## src/rtl/seg_display_reader_pkg.sv

```systemverilog
// Shared seven-segment definitions: active-low glyphs ordered {g,f,e,d,c,b,a}
// and the reader FSM encodings, shared by the reader and the display driver.
package seg7_pkg;

   localparam logic [6:0] GLYPH_0     = 7'h40;
   localparam logic [6:0] GLYPH_1     = 7'h79;
   localparam logic [6:0] GLYPH_2     = 7'h24;
   localparam logic [6:0] GLYPH_3     = 7'h30;
   localparam logic [6:0] GLYPH_4     = 7'h19;
   localparam logic [6:0] GLYPH_5     = 7'h12;
   localparam logic [6:0] GLYPH_6     = 7'h02;
   localparam logic [6:0] GLYPH_7     = 7'h78;
   localparam logic [6:0] GLYPH_8     = 7'h00;
   localparam logic [6:0] GLYPH_9     = 7'h10;
   localparam logic [6:0] GLYPH_A     = 7'h08;
   localparam logic [6:0] GLYPH_B     = 7'h03;
   localparam logic [6:0] GLYPH_C     = 7'h46;
   localparam logic [6:0] GLYPH_D     = 7'h21;
   localparam logic [6:0] GLYPH_E     = 7'h06;
   localparam logic [6:0] GLYPH_F     = 7'h0E;
   localparam logic [6:0] GLYPH_BLANK = 7'h7F;

   localparam logic [3:0] ENS_NONE    = 4'hF;

   typedef enum logic [1:0] {
      ST_IDLE   = 2'd0,
      ST_SETTLE = 2'd1,
      ST_HELD   = 2'd2
   } seg7_state_t;

   // Exactly one digit enable driven low.
   function automatic logic is_one_cold(input logic [3:0] ens);
      return (ens == 4'b1110) || (ens == 4'b1101) ||
             (ens == 4'b1011) || (ens == 4'b0111);
   endfunction

   function automatic logic [1:0] digit_index(input logic [3:0] ens);
      logic [1:0] idx;
      idx = 2'd0;
      case (ens)
         4'b1101: idx = 2'd1;
         4'b1011: idx = 2'd2;
         4'b0111: idx = 2'd3;
         default: idx = 2'd0;
      endcase
      return idx;
   endfunction

endpackage

```

## src/rtl/seg_display_reader_decode.sv

```systemverilog
// Active-low seven-segment glyph to hex nibble lookup; anything outside the
// sixteen hex glyphs is reported as not legal.
module seg7_decode
   import seg7_pkg::*;
(
   input  logic [6:0] pattern,
   output logic [3:0] nibble,
   output logic       legal
);

   always_comb begin
      nibble = 4'h0;
      legal  = 1'b1;
      case (pattern)
         GLYPH_0: nibble = 4'h0;
         GLYPH_1: nibble = 4'h1;
         GLYPH_2: nibble = 4'h2;
         GLYPH_3: nibble = 4'h3;
         GLYPH_4: nibble = 4'h4;
         GLYPH_5: nibble = 4'h5;
         GLYPH_6: nibble = 4'h6;
         GLYPH_7: nibble = 4'h7;
         GLYPH_8: nibble = 4'h8;
         GLYPH_9: nibble = 4'h9;
         GLYPH_A: nibble = 4'hA;
         GLYPH_B: nibble = 4'hB;
         GLYPH_C: nibble = 4'hC;
         GLYPH_D: nibble = 4'hD;
         GLYPH_E: nibble = 4'hE;
         GLYPH_F: nibble = 4'hF;
         default: legal  = 1'b0;
      endcase
   end

endmodule

```

## src/rtl/seg_display_reader.sv

```systemverilog
// Reads a multiplexed, active-low four-digit seven-segment display back into
// a 16-bit hex value, capturing each digit once after its sample settles.
module seg_display_reader
   import seg7_pkg::*;
#(
   parameter int STABLE_CNT = 4,
   parameter int TIMEOUT    = 65535
) (
   input  logic        sysclk,
   input  logic        reset,
   input  logic [3:0]  ENs,
   input  logic [6:0]  BCDs,
   output logic [15:0] value,
   output logic [3:0]  digit_valid,
   output logic        frame_done,
   output logic        decode_err,
   output logic [1:0]  fsm_state
);

   localparam logic [7:0]  CNT_LAST = 8'(STABLE_CNT - 1);
   localparam logic [15:0] TO_MAX   = 16'(TIMEOUT);
   localparam logic [15:0] TO_LAST  = 16'(TIMEOUT - 1);

   logic [3:0] ens_s1, ens_s2, ens_prev;
   logic [6:0] bcds_s1, bcds_s2, bcds_prev;
   logic       sample_chg;

   // Two-stage synchronizer plus a one-sample history for change detection;
   // everything resets to the blank display so reset itself is not a change.
   always_ff @(posedge sysclk) begin
      if (reset) begin
         ens_s1    <= ENS_NONE;
         ens_s2    <= ENS_NONE;
         ens_prev  <= ENS_NONE;
         bcds_s1   <= GLYPH_BLANK;
         bcds_s2   <= GLYPH_BLANK;
         bcds_prev <= GLYPH_BLANK;
      end else begin
         ens_s1    <= ENs;
         ens_s2    <= ens_s1;
         ens_prev  <= ens_s2;
         bcds_s1   <= BCDs;
         bcds_s2   <= bcds_s1;
         bcds_prev <= bcds_s2;
      end
   end

   assign sample_chg = ({ens_s2, bcds_s2} != {ens_prev, bcds_prev});

   seg7_state_t state_q, state_d;
   logic [7:0]  cnt_q, cnt_d;
   logic        capture;

   always_ff @(posedge sysclk) begin
      if (reset) begin
         state_q <= ST_IDLE;
         cnt_q   <= 8'd0;
      end else begin
         state_q <= state_d;
         cnt_q   <= cnt_d;
      end
   end

   // Any sample change restarts the window, whatever the current state.
   always_comb begin
      state_d = state_q;
      cnt_d   = cnt_q;
      if (sample_chg) begin
         if (is_one_cold(ens_s2)) begin
            state_d = ST_SETTLE;
            cnt_d   = 8'd1;
         end else begin
            state_d = ST_IDLE;
            cnt_d   = 8'd0;
         end
      end else if (state_q == ST_SETTLE) begin
         cnt_d = cnt_q + 8'd1;
         if (cnt_q == CNT_LAST) begin
            state_d = ST_HELD;
         end
      end
   end

   always_comb begin
      capture = (state_q == ST_SETTLE) && !sample_chg && (cnt_q == CNT_LAST);
   end

   assign fsm_state = state_q;

   logic [3:0] dec_nibble;
   logic       dec_legal;
   logic [1:0] dig_idx;

   seg7_decode u_decode (
      .pattern (bcds_s2),
      .nibble  (dec_nibble),
      .legal   (dec_legal)
   );

   assign dig_idx = digit_index(ens_s2);

   logic [3:0][3:0] nib_q, nib_d;
   logic [3:0]      pend_q, pend_d;
   logic [3:0]      valid_d;
   logic            err_d;
   logic [15:0]     value_d;
   logic            frame_d;
   logic [15:0]     tcnt_q, tcnt_d;

   // A full pending set publishes on the following edge; a capture landing on
   // that same edge is applied after the clear so it seeds the next frame.
   always_comb begin
      nib_d   = nib_q;
      pend_d  = pend_q;
      valid_d = digit_valid;
      err_d   = decode_err;
      value_d = value;
      frame_d = 1'b0;
      tcnt_d  = tcnt_q;

      if (pend_q == 4'hF) begin
         value_d = nib_q;
         frame_d = 1'b1;
         pend_d  = 4'h0;
      end

      if (capture) begin
         tcnt_d = 16'd0;
         if (dec_legal) begin
            nib_d[dig_idx]   = dec_nibble;
            pend_d[dig_idx]  = 1'b1;
            valid_d[dig_idx] = 1'b1;
         end else begin
            pend_d[dig_idx]  = 1'b0;
            valid_d[dig_idx] = 1'b0;
            err_d            = 1'b1;
         end
      end else begin
         if (tcnt_q != TO_MAX) begin
            tcnt_d = tcnt_q + 16'd1;
         end
         if (tcnt_q == TO_LAST) begin
            valid_d = 4'h0;
            pend_d  = 4'h0;
         end
      end
   end

   always_ff @(posedge sysclk) begin
      if (reset) begin
         nib_q       <= '0;
         pend_q      <= 4'h0;
         digit_valid <= 4'h0;
         decode_err  <= 1'b0;
         value       <= 16'h0000;
         frame_done  <= 1'b0;
         tcnt_q      <= 16'd0;
      end else begin
         nib_q       <= nib_d;
         pend_q      <= pend_d;
         digit_valid <= valid_d;
         decode_err  <= err_d;
         value       <= value_d;
         frame_done  <= frame_d;
         tcnt_q      <= tcnt_d;
      end
   end

endmodule

```

## config.mk

```make
export PLATFORM = sky130hd
export DESIGN_NAME = seg_display_reader
export DESIGN_NICKNAME = d
export VERILOG_FILES = /design/src/rtl/seg_display_reader_pkg.sv /design/src/rtl/seg_display_reader_decode.sv /design/src/rtl/seg_display_reader.sv
export SDC_FILE = /design/constraint.sdc
export NUM_CORES = 1
export LEC_CHECK = 0
export CORE_MARGIN = 5
export CORE_UTILIZATION = 45
export CTS_CLUSTER_SIZE = 40
export DETAILED_ROUTE_END_ITERATION = 8
export HOLD_SLACK_MARGIN = 0.02
export MAX_ROUTING_LAYER = met4
export PLACE_DENSITY = 0.75
export SETUP_SLACK_MARGIN = 0.02
export SLEW_MARGIN = 20
export SYNTH_ARGS = -nofsm -noshare
export SYNTH_HDL_FRONTEND = slang
export SYNTH_SLANG_ARGS = --single-unit
```

## constraint.sdc

```tcl
create_clock -name sysclk -period 2.1 [get_ports sysclk]
set_clock_uncertainty 0.1 [all_clocks]
set_input_delay 0.42 -clock sysclk [delete_from_list [all_inputs] [get_ports sysclk]]
set_output_delay 0.42 -clock sysclk [all_outputs]
set_load 0.02 [all_outputs]
```

Word-level counts from Yosys, hierarchy flattened
Cells that the tools add are included.
- word-level logic and storage cells: 92
- output and inout port bits: 24
- input bits: 13
- register bits: 101
- reduce and logical (&&, ||, !) cells: 16
- equal/unequal tests: 25
- bitwise gates (word level): 6
- add/sub/neg operators: 2
- mux-type cells: 23
- $lt $le $gt $ge: 2
- operator list (kind ; count):
    4-bit case mux with 15 select lines ; 1
    4-bit 2-to-1 mux ; 8
    7-bit equality test, second input constant ; 4
    7-bit by 5-bit equality test with 1-bit output, second input constant ; 3
    7-bit by 6-bit equality test with 1-bit output, second input constant ; 3
    16-bit by 1-bit adder with 16-bit output, second input constant ; 1
    16-bit bitwise mux ; 1
    16-bit equality test, second input constant ; 1
    4-bit equality test, second input constant ; 4
    8-bit 2-to-1 mux ; 2
    16-bit inequality test, second input constant ; 1
    16-bit OR reduction ; 1
    7-bit by 2-bit equality test with 1-bit output, second input constant ; 2
    7-bit by 4-bit equality test with 1-bit output, second input constant ; 2
    11-bit inequality test ; 1
    8-bit by 1-bit adder with 8-bit output, second input constant ; 1
    4-bit AND ; 2
    4-bit demux with 2-bit select ; 1
    8-bit by 2-bit equality test with 1-bit output, second input constant ; 1
    4-bit bitwise OR ; 2
    7-bit by 3-bit equality test with 1-bit output, second input constant ; 1
    7-bit zero test ; 1
    2-bit 2-to-1 mux ; 3
    2-bit case mux with 3 select lines ; 1
    14 further kinds ; 26

Logic depth before layout (Yosys ltp)
- word-level depth: 10
- gate-level depth with buffers: 8
- depth with buffers taken out: 7

By module
A second synthesis with hierarchy kept.
- cells, all modules: 480
- area total of the unflattened synthesis: 4359.2 µm²
- modules (own cells, without submodules) (module ; cells an instance ; seq. area each (µm²) ; times used ; area each (µm²)):
    seg_display_reader ; 417 ; 2021.9 ; 1 ; 3966.3
    seg7_decode ; 63 ; 0.0 ; 1 ; 392.9

Worst setup path after synthesis
Ideal clock, no wire load.
- kind: register -> register
- start: reg state_q[0], in the netlist fsm_state[0]
- end: reg decode_err
- data required time: 1.930 ns
- path buffers: 2
- stages on the path, launching flop included: 8
- path slack: -0.169 ns
- clock period less this slack: 2.269 ns
- library setup time: 0.070 ns
- arrival time: 2.098 ns
- cells stage by stage: dfxtp_1 > nor2b_1 > buf_2 > nand4_1 > or4_1 > buf_2 > or3_1 > a21oi_1
- longest elaborated chain between the ends: 4
- RTL lines (item ; line ; text):
    start, declared ; seg_display_reader.sv:50 ; seg7_state_t state_q, state_d;
    start signal, assigned ; seg_display_reader.sv:59 ; state_q <= state_d;
    2-bit by 1-bit equality test with 1-bit output ; seg_display_reader.sv:85 ; capture = (state_q == ST_SETTLE) && !sample_chg && (cnt_q == CNT_LAST);
    1-bit logical AND (2 in a row) ; seg_display_reader.sv:85 ;
    2-bit AND reduction (no source line) ; - ;
    end signal, assigned ; seg_display_reader.sv:162 ; decode_err <= err_d;
    end, declared ; seg_display_reader.sv:16 ; output logic decode_err,
Every way passes these cells.
A chain may end at the register's enable or synchronous reset.

Final worst setup path
- start: reg bcds_s2[4]
- end: reg nib_q[3] (netlist bit)
- longest elaborated chain between the ends: 5
- elaborated cells between the ends (all ways): 25
- those cells by class: 16 x eq/ne; 3 x mux; 6 x reduce/logical
- RTL lines (item ; line ; text):
    start, declared ; seg_display_reader.sv:25 ; logic [6:0] bcds_s1, bcds_s2, bcds_prev;
    start signal, assigned ; seg_display_reader.sv:43 ; bcds_s2 <= bcds_s1;
    branches (longest 5 deep; another with 16-bit OR reduction) ; - ;
    end signal, assigned ; seg_display_reader.sv:159 ; nib_q <= nib_d;
    end, declared ; seg_display_reader.sv:102 ; logic [3:0][3:0] nib_q, nib_d;
Several ways; the timed one is not identified.

==> flow_metrics.py <==
metrics = {
    "drt": {
        "post-route-drc-count": 0,
        "drt-initial-drc-count": 123,
        "ant_nets": 0,
        "wirelength_mm": 8.60,
        "vias": 3439,
        "avgViaCountPerCell": 5.33,
        "wl_per_cell_um": 13.3,
        "dr.pass1.iters": 4,
    },
    "global_routing": {
        "grt_pass1_vias": 3312,
        "grt_overflow_total": 0,
        "grt_pass1_wl_mm": 14.8,
        "grt_antenna_before_repair": 0,
        "grt_max_degree": 35,
        "grt_usage": 0.162,
    },
    "cells_and_area": {
        "fin_area_mm2": 0.00527,
        "fin_cells": 645,
        "final_common_cell": "dfxtp_1",
        "layout-drive-gt1-share": 0.230,
        "layout_common_cells": "dfxtp_1, nand2_1, buf_4",
        "areaGrowthSynthToFinish_pct": 24.5,
        "n_antenna_cell": 0,
        "layout.nets": 545,
        "fin_util": 0.573,
    },
    "synthesis": {
        "async_flop_share": 0,
        "avgSynthCellArea_um2": 9.01,
        "synthCells": 470,
        "synth_seq_cells": 101,
        "synth-main-ff-cell": "dfxtp_1",
        "yosysWarnings": 0,
        "seq_area_frac_synth": 0.478,
        "synth_cell_types": 48,
        "synth_edf_count": 0,
        "syn_nets": 486,
        "syn_area_mm2": 0.00423,
    },
    "floorplan": {
        "die_x_um": 107,
        "fp.dieArea_mm2": 0.0114,
        "num_rows": 35,
        "start_util": 0.460,
        "fp.dieH_um": 107,
        "core_mm2": 0.00920,
        "ioPinCount": 37,
    },
    "critical_path": {
        "cp_data_required_time_ns": 2.25,
        "worst_r2r_path_depth": 8,
        "reg2reg_slack_ns": 0.11,
        "crit_arrival_ns": 2.13,
        "worstPathMaxFanout": 10,
        "critPathKind": "register to register",
        "crit_path_end_kind": "register",
        "start_kind": "register",
    },
    "clocking": {
        "path_clk_slew_ns": 0.10,
        "clock_latency_ns": 0.37,
        "root_buffer": "clkbuf_8",
        "cts_buffers": 9,
        "tritoncts": "built",
        "h-tree-depth": 3,
        "cts.sinks": 101,
        "cts_buffer_depth": 2,
    },
    "place": {
        "placed_area_mm2": 0.00489,
        "pre_cts_ws_ns": -0.0788,
        "dp_hpwl_mm": 6.06,
        "gp_congestion": 0.857,
        "io_buffer_count": 36,
        "dp.cells": 622,
    },
    "min_path": {
        "hold_path_class": "register to register",
        "hold_depth": 1,
    },
    "sta": {
        "fmax_ghz": 0.503,
        "fin_hold_ws_ns": 0.315,
        "rsz0062_at_grt": "true",
        "timing.final.max_slew_violations": 0,
        "finalSetupViolCount": 0,
        "fin_crit_sh": 0.946,
        "tightest_slew_ns": 0.589,
        "period_needed_ns": 1.99,
        "hold_viol_final": 0,
        "fin_ws_ns": 0.113,
        "relSlewSlack": 0.597,
    },
    "power": {
        "p_leak_nw": 1.95,
        "peakVddDrop_uv": 402,
        "p_per_area_mw_per_mm2": 674,
    },
    "run": {
        "maxCapViolCount": 0,
    },
    "outcome": {
        "status": "completed",
    },
}
-- timing repair --
action                                  in CTS  in global routing
resized for setup                            9                 22
endpoints found under the setup margin      23                 41
hold buffers                                 0                  0
buffers inserted                             5                  3
pin swaps                                    5                  2
-- sequential cells by signal, summed over array words and instances (netlist names) --
register and flops:
nib_q 16, frame_done 1, ens_s1 4, value 16
digit_valid 4, bcds_s2 7, cnt_q 8, ens_s2 4
ens_prev 4, bcds_prev 7, decode_err 1, tcnt_q 16
bcds_s1 7, fsm_state 2, pend_q 4
-- metal layers --
layer	global-route usage	vias to the layer above	wire length, um
met3	0.0446	10	377
met2	0.268	65	4230
li1	-	1733	-
met5	-	-	0
met1	0.193	1631	3910
met4	0.0484	0	87
-- layout make-up --
| type | instances | area (um2) |
|---|---|---|
| multi-input cells | 331 | 2150 |
| clock buffers | 9 | 124 |
| flip-flops and latches | 101 | 2040 |
| inverters | 6 | 22.5 |
| clock inverters | 7 | 96.3 |
| well taps | 111 | 139 |
| repair buffers | 80 | 689 |
| fillers | 792 | 3930 |
-- Yosys cell counts (all sizes together), types with 2 or more instances --
library cell,instances,area (um2)
a211oi,2,15.0
a21o,2,15.0
a21oi,25,125
a31oi,3,18.8
and2,2,12.5
and3,4,25.0
and4,4,35.0
buf,9,48.8
clkbuf,23,87.6
dfxtp,101,2020
ha,3,37.5
inv,6,22.5
mux2i,17,170
nand2,46,173
nand2b,20,125
nand3,12,60.1
nand4,16,100
nand4b,2,17.5
nor2,36,135
nor2b,3,18.8
nor3,8,40.0
nor3b,4,30.0
nor4,7,62.6
nor4bb,2,20.0
o211ai,10,75.1
o21a,2,15.0
o21ai,12,60.1
o22ai,5,31.3
or2,36,225
or3,3,18.8
or4,3,22.5
xnor2,24,210
xor2,7,61.3
-- cell families after synthesis --
group	count (synthesis)	share of synthesized area
xor gates and xnor gates	31	0.0641
DFF	101	0.478
adders and majority gates	3	0.00887
AOI/OAI and AO/OA	69	0.100
buffers and inverters	38	0.0375
and+or+nand+nor	210	0.269
muxes	18	0.0428
-- through the flow --
stage	power, mW	TNS, ns
3_5_place_dp	2.25	-0.773
6_report	3.55	0
4_1_cts	3.58	0
5_1_grt	3.69	-0.152
2_1_floorplan	2.16	-0.420
3_3_place_gp	2.24	-0.0496
-- where the power goes --
part           switching (mW)  internal [mW]  total [mW]  leakage (nW)
Sequential             0.0288           1.95        1.98         0.821
Clock                   0.661          0.677        1.34         0.114
Combinational           0.116          0.124       0.240          1.01
-- worst paths after layout --
check                                start        end
worst max-delay path            bcds_s2[4]   nib_q[3]
worst min register to register   ens_s1[1]  ens_s2[1]
worst max register to register  bcds_s2[4]   nib_q[3]
worst min-delay path             ens_s1[1]  ens_s2[1]
-- critical path, stage by stage (launching register included) --
cell and delay, ns:
dfxtp_2 0.44, xnor2_1 0.15, nand4_1 0.17, buf_4 0.20, nor4_4 0.19, buf_4 0.19
o211ai_1 0.12, buf_4 0.19, mux2i_1 0.11
Note: power is estimated with default switching activity, not from simulation.
